## src/rtl/eci_data_demux_pkg.sv

```systemverilog
// Shared lynx platform constants used by the ECI read-data path.
// Sized so one request spans at most 32 data beats of 256 bits.
package lynxTypes;

    localparam int N_CHAN        = 3;
    localparam int N_CHAN_BITS   = 2;
    localparam int LEN_BITS      = 10;
    localparam int ECI_DATA_BITS = 256;

endpackage

```

## src/rtl/eci_data_demux_route.sv

```systemverilog
// Combinational fan-out of the inbound ECI beat stream onto the channel picked by vfid,
// plus the matching tready mux back toward the inbound side.
module eci_data_demux_route
    import lynxTypes::*;
#(
    parameter int ARB_DATA_BITS = ECI_DATA_BITS
) (
    input  logic                                      active,
    input  logic [N_CHAN_BITS-1:0]                    vfid,
    input  logic                                      last,
    input  logic                                      in_tvalid,
    input  logic [ARB_DATA_BITS-1:0]                  in_tdata,
    input  logic [ARB_DATA_BITS/8-1:0]                in_tkeep,
    output logic                                      sel_tready,
    output logic [N_CHAN-1:0]                         out_tvalid,
    input  logic [N_CHAN-1:0]                         out_tready,
    output logic [N_CHAN-1:0][ARB_DATA_BITS-1:0]      out_tdata,
    output logic [N_CHAN-1:0][ARB_DATA_BITS/8-1:0]    out_tkeep,
    output logic [N_CHAN-1:0]                         out_tlast
);

    logic [N_CHAN-1:0] hit;

    generate
        for (genvar gi = 0; gi < N_CHAN; gi++) begin : g_chan
            assign hit[gi]        = active && (vfid == N_CHAN_BITS'(gi));
            assign out_tvalid[gi] = hit[gi] && in_tvalid;
            assign out_tdata[gi]  = in_tdata;
            assign out_tkeep[gi]  = in_tkeep;
            assign out_tlast[gi]  = hit[gi] && last;
        end
    endgenerate

    // Only the selected channel may push back on the inbound stream.
    assign sel_tready = |(hit & out_tready);

endmodule

```

## src/rtl/eci_data_demux.sv

```systemverilog
// Steers inbound ECI read beats to the per-channel user stream named by each sequence
// entry, counting beats per entry and regenerating tlast at user-transfer boundaries.
module eci_data_demux
    import lynxTypes::*;
#(
    parameter int ARB_DATA_BITS = ECI_DATA_BITS,
    parameter int BEAT_LOG_BITS = $clog2(ARB_DATA_BITS/8),
    parameter int BLEN_BITS     = LEN_BITS - BEAT_LOG_BITS
) (
    input  logic                                      aclk,
    input  logic                                      aresetn,

    input  logic                                      mux_user_valid,
    output logic                                      mux_user_ready,
    input  logic                                      mux_user_ctl,
    input  logic [N_CHAN_BITS-1:0]                    mux_user_vfid,
    input  logic [BLEN_BITS-1:0]                      mux_user_len,

    input  logic                                      axis_in_tvalid,
    output logic                                      axis_in_tready,
    input  logic [ARB_DATA_BITS-1:0]                  axis_in_tdata,
    input  logic [ARB_DATA_BITS/8-1:0]                axis_in_tkeep,

    output logic [N_CHAN-1:0]                         axis_out_tvalid,
    input  logic [N_CHAN-1:0]                         axis_out_tready,
    output logic [N_CHAN-1:0][ARB_DATA_BITS-1:0]      axis_out_tdata,
    output logic [N_CHAN-1:0][ARB_DATA_BITS/8-1:0]    axis_out_tkeep,
    output logic [N_CHAN-1:0]                         axis_out_tlast
);

    typedef enum logic {
        IDLE = 1'b0,
        XFER = 1'b1
    } state_t;

    state_t                 state;
    logic [BLEN_BITS-1:0]   cnt_r;
    logic [N_CHAN_BITS-1:0] vfid_r;
    logic                   ctl_r;

    logic sel_tready;
    logic beat;
    logic last_beat;
    logic take;

    assign axis_in_tready = (state == XFER) && sel_tready;
    assign beat           = axis_in_tvalid && axis_in_tready;
    assign last_beat      = beat && (cnt_r == '0);

    // Opening the entry port on the final beat lets the next request start without a bubble.
    assign mux_user_ready = (state == IDLE) || last_beat;
    assign take           = mux_user_valid && mux_user_ready;

    always_ff @(posedge aclk) begin
        if (!aresetn) begin
            state  <= IDLE;
            cnt_r  <= '0;
            vfid_r <= '0;
            ctl_r  <= 1'b0;
        end else if (take) begin
            state  <= XFER;
            cnt_r  <= mux_user_len;
            vfid_r <= mux_user_vfid;
            ctl_r  <= mux_user_ctl;
        end else if (beat) begin
            if (cnt_r != '0) begin
                cnt_r <= cnt_r - 1'b1;
            end else begin
                state <= IDLE;
            end
        end
    end

    eci_data_demux_route #(
        .ARB_DATA_BITS(ARB_DATA_BITS)
    ) u_route (
        .active     (state == XFER),
        .vfid       (vfid_r),
        .last       ((cnt_r == '0) && ctl_r),
        .in_tvalid  (axis_in_tvalid),
        .in_tdata   (axis_in_tdata),
        .in_tkeep   (axis_in_tkeep),
        .sel_tready (sel_tready),
        .out_tvalid (axis_out_tvalid),
        .out_tready (axis_out_tready),
        .out_tdata  (axis_out_tdata),
        .out_tkeep  (axis_out_tkeep),
        .out_tlast  (axis_out_tlast)
    );

endmodule

```

## config.mk

```make
export PLATFORM = sky130hd
export DESIGN_NAME = eci_data_demux
export DESIGN_NICKNAME = d
export VERILOG_FILES = /design/src/rtl/eci_data_demux_pkg.sv /design/src/rtl/eci_data_demux_route.sv /design/src/rtl/eci_data_demux.sv
export SDC_FILE = /design/constraint.sdc
export NUM_CORES = 1
export LEC_CHECK = 0
export ABC_AREA = 1
export ABC_CLOCK_PERIOD_IN_PS = 1500
export CAP_MARGIN = 20
export CORE_AREA = 4 4 450 452
export CTS_CLUSTER_SIZE = 14
export DETAILED_ROUTE_END_ITERATION = 7
export DIE_AREA = 0 0 454 456
export PLACE_DENSITY = 0.3
export SYNTH_ARGS = -nofsm -noshare
export SYNTH_HDL_FRONTEND = slang
export SYNTH_SLANG_ARGS = --single-unit
```

## constraint.sdc

```tcl
create_clock -name aclk -period 1.5 [get_ports aclk]
set_input_delay 0.3 -clock aclk [delete_from_list [all_inputs] [get_ports aclk]]
set_output_delay 0.3 -clock aclk [all_outputs]
set_load 0.02 [all_outputs]
```

==> results.md <==
- Main synth FF type: dfxtp_1
- Syn Inst Count: between 900 and 1k
- H-tree Lvls: 1
- Drt drc: 0
- Initial cell density of the core: 0.03585
- Die area: 207,000 um^2
- CP Class: flop to output port
- Syn_nets: between 1k and 1.5k
- Vias in the first global route: ~2.2k
- Pre-CTS WS: -0.6576 ns
- Maximum vdd drop: 356.1 uV
- Antenna violations before repair: 2
- Max_slew headroom: 0.5705
- Pre-antenna DRT Iters: 4
- Area of the core: between 150,000 and 200,000 um^2
- Library cells used by synthesis: 21
- Maximum clock rate: 0.6140 GHz
- Critical Path AT: between 1 and 1.5 ns
- Post-synth top area share: 0.9110
- Worst Tran Pin Value: ~0.64 ns
- Failing checks: negative setup slack
- # rows: 164
- CP endpoint kind: output port
- Total routed wirelength: slightly above 60,000 um
- CTS buffer count: 3
- GRT Residual Overflow: 0
- Leading area contributor after synthesis: buf_4
- Placed insts: around 2.8k
- Unrepaired setup endpoints after global routing: yes
- Data required time at the worst endpoint: around 1.2 ns
- Number of synthesized flops with an enable pin: 0
- Synth area leaders: buf_4 91%, dfxtp_1 2.5%, nand2_1 0.95%
- Post-synthesis sequential area ratio: 0.02528
- Post-route ant nets: 0
- Worst setup margin: -0.1288 ns
- Max cap viols: 0
- P_leak: 0.5925 nW
- Initial DRC count: approximately 110
- Status: finished with violations
- CTS max path bufs: 2
- Final hold viol count: 0
- # nets final: around 450
- Startpoint types: flop
- Post-synth ARST share: 0
- Reg clk slew, reported paths: roughly 0.04 ns
- Tcrit/Tclk final: 1.086
- Port bufs: 22
- PwrDens: roughly 260 nW/um^2
- First-pass GRT wire length: 67,340 um
- Synth Register Bits: 9
- Clock Skew: roughly 0.004 ns
- Area grow syn2layout: -35.42%
- Layout cells sized above 1: 0.5571
- Largest net degree at the start of global routing: 8
- Util after Layout: 0.02315
- Post-CTS Hold Fix Bufs: 0
- CTS Root Cell: clkbuf_16
- Final setup fails: 5
- Pins Over Slew Limit: 0
- Wire length per cell: 22.20 um
- Synthesized area: between 7000 and 8000 um^2
- Setup Total Neg Slack: -0.4758 ns
- Die Y-Extent: 456 um
- Crit path max fanout: 3
- RD Place Congestion: around 0.63
- Vias: just over 2k
- Fillcell total: 23.76k
- # IOs: around 1.2k
- Worst skew pair latency: 0.24 ns
- Syn_area_per_cell: roughly 7.4 um^2
- Path category of the worst min-delay check: flop to flop
- Clk sinks: 9
- GRT Total Usage: 0.05724
- TritonCTS clock tree: built
- HPWL after DPL: about 59,000 um
- Non-Filler Instances: around 2.8k
- Yosys warns: 0
- Post-route minimum period: ~1.6 ns
- Chip width: between 400 and 500 um
- Routed vias/inst: 0.7209
-- where the power goes --
| group | internal (mW) | switching (mW) | leakage [nW] |
|---|---|---|---|
| registers | 0.262 | 0.0234 | 0.0764 |
| logic | 0.202 | 0.213 | 0.478 |
| clock network | 0.356 | 0.121 | 0.0382 |
| total | 0.820 | 0.358 | 0.593 |
-- registers in the layout, indices dropped and copies added, names as in the netlist --
register / flops
cnt_r: 5
vfid_r: 2
ctl_r: 1
state: 1
-- path summary, 6_finish.rpt --
check           start                 to  slack (ns)  cells after the start
min reg2reg  cnt_r[1]           cnt_r[1]        0.49                      2
max reg2reg  cnt_r[1]           cnt_r[2]        0.01                     11
min          cnt_r[1]           cnt_r[1]        0.49                      2
max          cnt_r[1]  axis_out_tlast[2]       -0.13                      7
-- synth_stat cells (2+ instances only) --
master	count
a21oi_1	4
buf_4	865
dfxtp_1	9
ha_1	2
inv_1	16
nand2_1	18
nand2_4	2
nand3_1	13
nand3_2	2
nand4_1	2
nor2_1	14
o21ai_0	4
xor2_1	2
-- metal layers --
metal | vias up | part of all wire | global-route usage
met5 | - | 0.0093 | 0.01889
li1 | 392 | - | -
met2 | 707 | 0.39 | 0.07597
met3 | 160 | 0.38 | 0.1027
met1 | 746 | 0.18 | 0.02905
met4 | 12 | 0.047 | 0.02750
-- per-stage QoR --
step                      area, um^2  hold WS, ns  total power [mW]
after floorplan                 7128       0.3976             3.800
final                           4603       0.4873             1.178
after CTS                       4529       0.4887             1.180
after global placement          4302       0.4863            0.6194
after global routing            4601       0.4990             1.255
after detailed placement        4302       0.4806            0.6130
-- layout make-up --
type / count / area [um^2] / share of cell area
multi-input cells: 69 / 546.8 / 0.1188
flip-flops and latches: 9 / 190.2 / 0.04132
well taps: 2656 / 3323 / 0.7219
diodes: 2 / 5.005 / 0.001087
repair buffers: 40 / 386.6 / 0.08399
inverters: 18 / 72.57 / 0.01577
clock buffers: 4 / 78.83 / 0.01712
-- repair_timing --
item / 4_1_cts / 5_1_grt
resized for setup: 83 / 18
setup endpoints to repair: 16 / 15
pin swaps: 20 / 14
cloned: 1 / 0
buffers inserted: 5 / 0
hold endpoints to repair: 0 / 0
-- logic make-up (layout without fill, tap and decap cells) --
family / Yosys count / in the layout / synth area share
buffers and inverters: 884 / 62 / 0.9224
and+or+nand+nor: 54 / 55 / 0.03844
AOI/OAI and AO/OA: 9 / 9 / 0.006671
DFF: 9 / 9 / 0.02528
xor gates and xnor gates: 3 / 3 / 0.003687
adders and majority gates: 2 / 2 / 0.003510
other: 0 / 2 / 0
-- cells in the final DEF (no fill, tap or decap), drive strengths merged, types with 2 or more instances in the layout --
cell	synthesis	final
nand4	2	2
xor2	2	2
dfxtp	9	9
clkbuf	0	4
ha	2	2
clkdlybuf4s50	0	9
a21oi	4	4
inv	18	18
nand3	15	15
o21ai	4	4
nand2	21	22
diode	0	2
buf	866	26
nor2	15	15
dlygate4sd2	0	5
-- worst max-delay path, stage by stage (launching register included) --
cell     delay, ns
dfxtp_2       0.31
inv_2         0.07
ha_4          0.13
inv_2         0.03
nor3_4        0.18
nand2_2       0.11
nor2_1        0.10
buf_4         0.15
No activity file was read; power rests on OpenSTA's default activity.
